$ cat src/rtl/serial_parity_rx_pkg.sv
// Shared definitions for the parity-protected serial link receiver.
//   rx_state_e : receiver FSM state encoding (3 bits)
//   cnt_w()    : counter width for a modulus, never below 1 bit
package serial_parity_rx_pkg;

  localparam int unsigned STATE_W     = 3;
  localparam int unsigned SYNC_STAGES = 2;

  typedef enum logic [STATE_W-1:0] {
    ST_IDLE   = 3'd0,
    ST_START  = 3'd1,
    ST_DATA   = 3'd2,
    ST_PARITY = 3'd3,
    ST_STOP   = 3'd4,
    ST_BREAK  = 3'd5
  } rx_state_e;

  // Width of a counter running 0..n-1; timer uses CLKS_PER_BIT, index uses DATA_W.
  function automatic int unsigned cnt_w(input int unsigned n);
    return (n > 1) ? $clog2(n) : 1;
  endfunction

endpackage

$ cat src/rtl/serial_parity_rx_bit_timer.sv
// Per-bit timer: free-running 0..CLKS_PER_BIT-1 counter with synchronous clear.
//   clk, rst : clock, async active-high reset
//   clr      : force counter to 0 on the next edge
//   mid_c    : counter at CLKS_PER_BIT/2-1 (middle of a bit)
//   end_c    : counter at CLKS_PER_BIT-1 (last cycle of a bit, wraps next)
module bit_timer
  import serial_parity_rx_pkg::*;
#(
  parameter int unsigned CLKS_PER_BIT = 4
) (
  input  logic clk,
  input  logic rst,
  input  logic clr,
  output logic mid_c,
  output logic end_c
);

  localparam int unsigned TMR_W = cnt_w(CLKS_PER_BIT);

  logic [TMR_W-1:0] cnt;

  assign mid_c = (cnt == TMR_W'(CLKS_PER_BIT / 2 - 1));
  assign end_c = (cnt == TMR_W'(CLKS_PER_BIT - 1));

  // Counter register; wraps at the end of each bit.
  always_ff @(posedge clk or posedge rst) begin
    if (rst) begin
      cnt <= '0;
    end else if (clr || end_c) begin
      cnt <= '0;
    end else begin
      cnt <= cnt + TMR_W'(1);
    end
  end

endmodule

$ cat src/rtl/xor_gate.sv
// Two-input XOR used for running parity accumulation.
//   a, b : operands
//   y    : a ^ b
module xor_gate (
  input  logic a,
  input  logic b,
  output logic y
);

  assign y = a ^ b;

endmodule

$ cat src/rtl/serial_parity_rx.sv
// Serial receiver: start bit, DATA_W data bits LSB first, parity bit, stop bit.
//   clk, rst   : clock, async active-high reset
//   rx         : serial line (idles high, asynchronous to clk)
//   data       : last received word, updated with valid
//   valid      : one-cycle pulse at frame completion
//   parity_err : parity mismatch on last frame (held until next valid)
//   frame_err  : stop bit sampled low on last frame (held until next valid)
//   busy       : receiver not in IDLE
module serial_parity_rx
  import serial_parity_rx_pkg::*;
#(
  parameter int unsigned DATA_W       = 8,
  parameter int unsigned CLKS_PER_BIT = 4,
  parameter int unsigned PARITY_ODD   = 0
) (
  input  logic              clk,
  input  logic              rst,
  input  logic              rx,
  output logic [DATA_W-1:0] data,
  output logic              valid,
  output logic              parity_err,
  output logic              frame_err,
  output logic              busy
);

  localparam int unsigned IDX_W = cnt_w(DATA_W);

  logic [SYNC_STAGES-1:0] sync_q;
  logic                   rx_s;

  rx_state_e          state, state_nxt;
  logic [IDX_W-1:0]   idx, idx_nxt;
  logic               acc, acc_nxt;
  logic               perr, perr_nxt;
  logic [DATA_W-1:0]  shreg, shreg_nxt;
  logic [DATA_W-1:0]  data_nxt;
  logic               valid_nxt, parity_err_nxt, frame_err_nxt;

  logic tmr_clr_c, tmr_mid_c, tmr_end_c;
  logic acc_x_c;

  // Two-flop synchroniser, preset to line-idle.
  always_ff @(posedge clk or posedge rst) begin
    if (rst) begin
      sync_q <= '1;
    end else begin
      sync_q <= {sync_q[SYNC_STAGES-2:0], rx};
    end
  end

  assign rx_s = sync_q[SYNC_STAGES-1];

  bit_timer #(
    .CLKS_PER_BIT (CLKS_PER_BIT)
  ) u_bit_timer (
    .clk   (clk),
    .rst   (rst),
    .clr   (tmr_clr_c),
    .mid_c (tmr_mid_c),
    .end_c (tmr_end_c)
  );

  // Running parity: accumulator XOR current line sample.
  xor_gate u_par_xor (
    .a (acc),
    .b (rx_s),
    .y (acc_x_c)
  );

  // Next-state and next-output logic.
  always_comb begin
    state_nxt      = state;
    idx_nxt        = idx;
    acc_nxt        = acc;
    perr_nxt       = perr;
    shreg_nxt      = shreg;
    data_nxt       = data;
    valid_nxt      = 1'b0;
    parity_err_nxt = parity_err;
    frame_err_nxt  = frame_err;
    tmr_clr_c      = 1'b0;

    unique case (state)
      ST_IDLE: begin
        // Timer held at 0 so START begins counting from a clean edge.
        tmr_clr_c = 1'b1;
        if (!rx_s) begin
          state_nxt = ST_START;
        end
      end
      ST_START: begin
        if (tmr_mid_c) begin
          if (!rx_s) begin
            state_nxt = ST_DATA;
            tmr_clr_c = 1'b1;
            idx_nxt   = '0;
            acc_nxt   = 1'(PARITY_ODD);
          end else begin
            state_nxt = ST_IDLE;
          end
        end
      end
      ST_DATA: begin
        if (tmr_end_c) begin
          shreg_nxt[idx] = rx_s;
          acc_nxt        = acc_x_c;
          if (idx == IDX_W'(DATA_W - 1)) begin
            state_nxt = ST_PARITY;
          end else begin
            idx_nxt = idx + IDX_W'(1);
          end
        end
      end
      ST_PARITY: begin
        if (tmr_end_c) begin
          perr_nxt  = acc_x_c;
          state_nxt = ST_STOP;
        end
      end
      ST_STOP: begin
        if (tmr_end_c) begin
          valid_nxt      = 1'b1;
          data_nxt       = shreg;
          parity_err_nxt = perr;
          frame_err_nxt  = ~rx_s;
          state_nxt      = rx_s ? ST_IDLE : ST_BREAK;
        end
      end
      ST_BREAK: begin
        // Held-low line must return high before a new start is accepted.
        if (rx_s) begin
          state_nxt = ST_IDLE;
        end
      end
      default: begin
        state_nxt = ST_IDLE;
      end
    endcase
  end

  // State and output registers.
  always_ff @(posedge clk or posedge rst) begin
    if (rst) begin
      state      <= ST_IDLE;
      idx        <= '0;
      acc        <= 1'b0;
      perr       <= 1'b0;
      shreg      <= '0;
      data       <= '0;
      valid      <= 1'b0;
      parity_err <= 1'b0;
      frame_err  <= 1'b0;
      busy       <= 1'b0;
    end else begin
      state      <= state_nxt;
      idx        <= idx_nxt;
      acc        <= acc_nxt;
      perr       <= perr_nxt;
      shreg      <= shreg_nxt;
      data       <= data_nxt;
      valid      <= valid_nxt;
      parity_err <= parity_err_nxt;
      frame_err  <= frame_err_nxt;
      busy       <= (state_nxt != ST_IDLE);
    end
  end

endmodule

$ cat config.mk
export PLATFORM = sky130hd
export DESIGN_NAME = serial_parity_rx
export DESIGN_NICKNAME = d
export VERILOG_FILES = /design/src/rtl/serial_parity_rx_pkg.sv /design/src/rtl/serial_parity_rx_bit_timer.sv /design/src/rtl/xor_gate.sv /design/src/rtl/serial_parity_rx.sv
export SDC_FILE = /design/constraint.sdc
export NUM_CORES = 1
export LEC_CHECK = 0
export CAP_MARGIN = 20
export CORE_AREA = 2 2 49 73
export DETAILED_ROUTE_END_ITERATION = 8
export DIE_AREA = 0 0 51 75
export GPL_ROUTABILITY_DRIVEN = 0
export HOLD_SLACK_MARGIN = 0.03
export PLACE_DENSITY = 0.72
export SLEW_MARGIN = 20
export SYNTH_ARGS = -nofsm -noshare
export SYNTH_HDL_FRONTEND = slang
export SYNTH_SLANG_ARGS = --single-unit
export TNS_END_PERCENT = 30
$ cat constraint.sdc
create_clock -name clk -period 1.5 [get_ports clk]
set_input_delay 0.15 -clock clk [delete_from_list [all_inputs] [get_ports clk]]
set_output_delay 0.15 -clock clk [all_outputs]
set_load 0.03 [all_outputs]
# [After elaboration in Yosys (flattened, before gate mapping)]
# Index checks and enable logic that the tools add are counted.
[classes] add_sub_neg=2 order_cmp=2 n_eq_ne=12 n_mux=28 bitwise_logic=2 n_reduce_logical=10
[op_table] op="$mux W3" count=12
[op_table] op="$pmux W3 S6" count=1
[op_table] op="$eq A3 B3 Y1 const B" count=3
[op_table] op="$bwmux W8" count=1
[op_table] op="$mux W1" count=8
[op_table] op="$eq A3 B2 Y1 const B" count=2
[op_table] op="$ne A2 B2 Y1 const B" count=3
[op_table] op="$pmux W3 S2" count=1
[op_table] op="$reduce_and A2 Y1" count=3
[op_table] op="$reduce_and A5 Y1" count=1
[op_table] op="$lt A3 B4 Y1 const B" count=1
[op_table] op="$mux W2" count=2
[op_table] op="$pmux W1 S2" count=2
[op_table] op="$reduce_and A4 Y1" count=1
[op_table] op="$add A3 B1 Y3 const B" count=1
[op_table] op="$demux W1 S3" count=1
[op_table] op="$eq A3 B1 Y1 const B" count=1
[op_table] op="$ge A3 B1 Y1 const B" count=1
[op_table] op="$logic_not A3 Y1" count=1
[op_table] op="$reduce_bool A3 Y1" count=1
[op_table] op="$add A2 B1 Y2 const B" count=1
[op_table] op="$eq A2 B1 Y1 const B" count=1
[op_table] op="$eq A2 B2 Y1 const B" count=1
[op_table] op="$ne A2 B1 Y1 const B" count=1
[op_table] op="other kinds (5)" count=5
[totals] ff_bits=32 in_bits=3 out_inout_bits=12 elab_cells=68

# [Depth between registers and ports, before layout]
[depth] word_depth=5 depth_mapped=6 depth_no_buf=6

# [By module]
# From an unflattened synthesis, not the netlist that was laid out.
[unflattened] hier_cells=116 area_unflattened_um2=1521.5
[by_module_without_submodules] mod="serial_parity_rx" n_inst=1 cells_each=107 area_each_um2=1420.1 seq_area_each_um2=753.2
[by_module_without_submodules] mod="bit_timer" n_inst=1 cells_each=8 area_each_um2=92.6 seq_area_each_um2=50.0
[by_module_without_submodules] mod="xor_gate" n_inst=1 cells_each=1 area_each_um2=8.8 seq_area_each_um2=0.0

# [Worst setup path after synthesis]
# No wires, ideal clock.
[synth_timing] kind="flip-flop to flip-flop" startpoint="register state[2]" endpoint="register shreg[1]" setup_time_ps=125 t_arrival_ps=1485 required_ps=1375 path_slack_ps=-110 stages_incl_launch_ff=6 n_path_buf=1 period_less_slack_ps=1610 cell_sequence="dfrtp_1 buf_6 nor3b_4 nand3b_2 nor3b_1 mux2_2"
[synth_between] elab_chain_cells=2
[synth_lines] element="from (decl)" line="serial_parity_rx.sv:31" rtl="rx_state_e state, state_nxt;"
[synth_lines] element="from (signal assigned)" line="serial_parity_rx.sv:155" rtl="state <= state_nxt;"
[synth_lines] element="$eq A3 B2 Y1" line="serial_parity_rx.sv:83" rtl="unique case (state)"
[synth_lines] element="$reduce_and A2 Y1 (no source line)"
[synth_lines] element="to (signal assigned)" line="serial_parity_rx.sv:159" rtl="shreg <= shreg_nxt;"
[synth_lines] element="to (decl)" line="serial_parity_rx.sv:35" rtl="logic [DATA_W-1:0] shreg, shreg_nxt;"
# No other way between the ends.
# A chain may end at the register's enable or synchronous reset.

# [Worst setup path after layout]
# Ends and elaborated chain as after synthesis.

==> impl_results.md <==
* Rows at 25
* Root Driver: clkbuf_8
* Hold Worst Slack at around 0.14 ns
* Fin crit share at 98.38%
* Global-route wire length before repair at just under 5000 µm
* Clock share of power at 27.5%
* Hold Buf Count CTS at 0
* Worst R2R Path Depth at 4
* Final slew viol count at 0
* Area growth syn-to-layout at 25.47%
* Syn_nets at 139
* Initial DRC Count at 21
* Worst slew pin tran at between 0.3 and 0.4 ns
* Crit-path cells: nor3b_4 > nand3b_4 > nor3b_2 > mux2_4
* Final nets at 163
* Commonest non-fill, non-tap cells in the layout: 30 x dfrtp_1, 15 x nand2_1, 13 x mux2_2
* Share of cells above drive strength 1 at 32.48%
* Port bufs at 14
* Mapped cell area at approximately 1500 µm²
* Combinational share of power at between 30% and 40%
* Syn_area_per_cell at between 10 and 15 µm²
* Fin cells at around 200
* CTS tree: built
* P_int at between 1.5 and 2 mW
* ANT nets after route at 0
* Via Count at approximately 1,000
* # Post-CTS Setup Buffers at 0
* Mapped Cells at approximately 130
* MaxCap Viol Count at 0
* Crit path launch type: flop
* Worst IR Drop VDD at 863.4 µV
* Sequential share of power at between 30% and 40%
* Final Hold Vio Count at 0
* Cell Pwr Density at about 1500 nW/µm²
* # H-tree levels at 2
* CP top delay family: simple AND/OR/NAND/NOR gates
* # fillers at 252
* Number of I/O pins at 15
* Placed cells at about 190
* Hold WC Path Type: in2async
* Tmin final at around 1.5 ns
* Wirelength per Cell at between 10 and 15 µm
* CP Depth at 4
* Vias in the first global route at between 1,000 and 1,500
* Outcome: complete, no violations
* Crit path DAT at approximately 1.6 ns
* Detailed-route vias per instance at 5.269
* CORE AREA at 3159 µm²
* Slew HR at 76.32%
* Post-Route WL at 2710 µm
* Synthesis Warnings at 0
* Post-synth EDFFs at 0
* Grt total ovfl at 0
* CTS Sinks at 32
* Maximum fanout along the worst path at 4
* Diodes inserted at 0
* Unrepaired setup endpoints after global routing: yes
* Initial Util at between 40 and 50%
* Slowest stage delay, CP at roughly 0.4 ns
* Cts bufs inserted at 5
* DRT Pass-1 Iters at 4
* Initial antenna violation count at 0
* Register area share after synthesis at between 50% and 60%
* DR DRC count at 0
* Die height at roughly 75 µm
* Clock Pin Slew Worst Setup and Hold Paths at ~0.07 ns
* Latest clock arrival within the worst-skew pair at about 0.28 ns
* Largest net degree at the start of global routing at 26
* Die area at 3825 µm²
* Post-synth ARST share at 100.0%
* Leakage at between 0.9 and 1 nW
* Crit-path slowest cell: dfrtp_1
* Net Switching at roughly 0.94 mW
* Top FF cell, synth: dfrtp_1
* Synth unique cells at 34
* WP data required at roughly 1.7 ns
* Switching Share at approximately 32%
* Commonest non-fill, non-tap cell in the layout: dfrtp_1
* Clock skew at ~0.0036 ns
* Total power at 2.918 mW
* Final setup viols at 0
* HPWL after DPL at between 1500 and 2000 µm
* Max Fclk at approximately 680 MHz
* CP Buf/Inv Count at 0
* Register bit total from synthesis at 32
* GRT Util Overall at 17.28%
* Clock tree buffer depth at 2
* Nature of the critical path endpoint: flop
* Worst setup path class: reg2reg
* Die Width at between 50 and 60 µm
==> flip-flops by register name (all words and copies together), names as in the netlist <==
signal / count
data: 8
shreg: 8
idx: 3
state: 3
sync_q: 2
u_bit_timer.cnt: 2
acc: 1
busy: 1
frame_err: 1
parity_err: 1
perr: 1
valid: 1
==> routing by layer <==
| metal | track usage, % | wire, µm |
|---|---|---|
| met5 | 0 | 0 |
| met1 | 17.91 | 1093 |
| met2 | 31.46 | 1460 |
| met3 | 5.357 | 96 |
| met4 | 8.108 | 60 |
==> final timing paths <==
path                             endpoint  startpoint  slack, ns
worst min register to register  sync_q[1]   sync_q[0]       0.36
min in group clk                sync_q[0]          rx       0.27
worst max register to register   shreg[1]    state[2]       0.02
max in group asynchronous        shreg[1]         rst       0.91
worst min-delay path                 busy         rst       0.14
worst max-delay path             shreg[1]    state[2]       0.02
==> per-stage QoR <==
| stage | area [µm²] | TNS (ns) | util, % | setup WS [ns] |
|---|---|---|---|---|
| 2_1_floorplan | 1562 | -0.3873 | - | -0.06539 |
| 3_3_place_gp | 1789 | 0 | 56.63 | 0.02308 |
| 3_5_place_dp | 1789 | 0 | 56.63 | 0.005768 |
| 4_1_cts | 1901 | -0.001866 | 60.16 | -0.001866 |
| 5_1_grt | 1929 | -0.2176 | 61.07 | -0.04529 |
| 6_report | 1929 | 0 | 61.07 | 0.02433 |
==> synthesized netlist by cell type, types with 2 or more instances <==
cell type	instances	area, µm²
nor3_1	3	15.01
nor3b_1	2	15.01
xor2_1	2	17.52
inv_1	7	26.28
o21ai_0	7	35.03
a21o_1	2	15.01
a21oi_1	2	10.01
nand3b_1	4	30.03
dfrtp_1	30	750.7
mux2_2	15	168.9
dfstp_2	2	52.55
clkbuf_4	2	15.01
nand2_1	15	56.30
nand3_1	5	25.02
ha_1	4	50.05
nor2_1	7	26.28
buf_2	2	10.01
and3b_2	2	20.02
mux2_4	3	45.04
buf_4	2	15.01
==> kinds of logic after synthesis <==
logic type               count (synthesis)  share of synthesized area [%]
AO/OA/AOI/OAI                           13                          5.044
multiplexers                            19                          14.56
XOR/XNOR                                 2                          1.139
flip-flops                              32                          52.24
adder cells (fa/ha/maj)                  4                          3.255
buffers and inverters                   15                          5.288
AND/OR/NAND/NOR                         47                          18.47
==> power groups by stage <==
stage / logic, mW / registers, mW / clock network (mW)
floorplan: 0.631 / 1.18 / 0
global placement: 0.915 / 1.14 / 0
detailed placement: 0.945 / 1.15 / 0
CTS: 0.956 / 1.14 / 0.825
global route: 1.10 / 1.16 / 0.862
finish: 0.978 / 1.14 / 0.802
==> area by class of cell <==
| type | count | area, µm² | share of cell area (%) |
|---|---|---|---|
| inverter | 7 | 26.28 | 1.362 |
| tap | 40 | 50.05 | 2.594 |
| clock buffer | 6 | 72.57 | 3.761 |
| timing repair buffer | 25 | 246.5 | 12.78 |
| sequential | 32 | 803.3 | 41.63 |
| multi-input combinational | 85 | 695.7 | 36.06 |
| clock inverter | 2 | 35.03 | 1.816 |
==> worst reg2reg max path, cell delays in order, from the launching register on <==
cell and delay, ns:
dfrtp_1 0.41, nor3b_4 0.29, nand3b_4 0.13, nor3b_2 0.21, mux2_4 0.32
==> timing repair <==
action,CTS,global route
gates resized for setup,1,10
endpoints found under the setup margin,2,22
pin swaps,0,5
No activity file was read; power rests on OpenSTA's default activity.
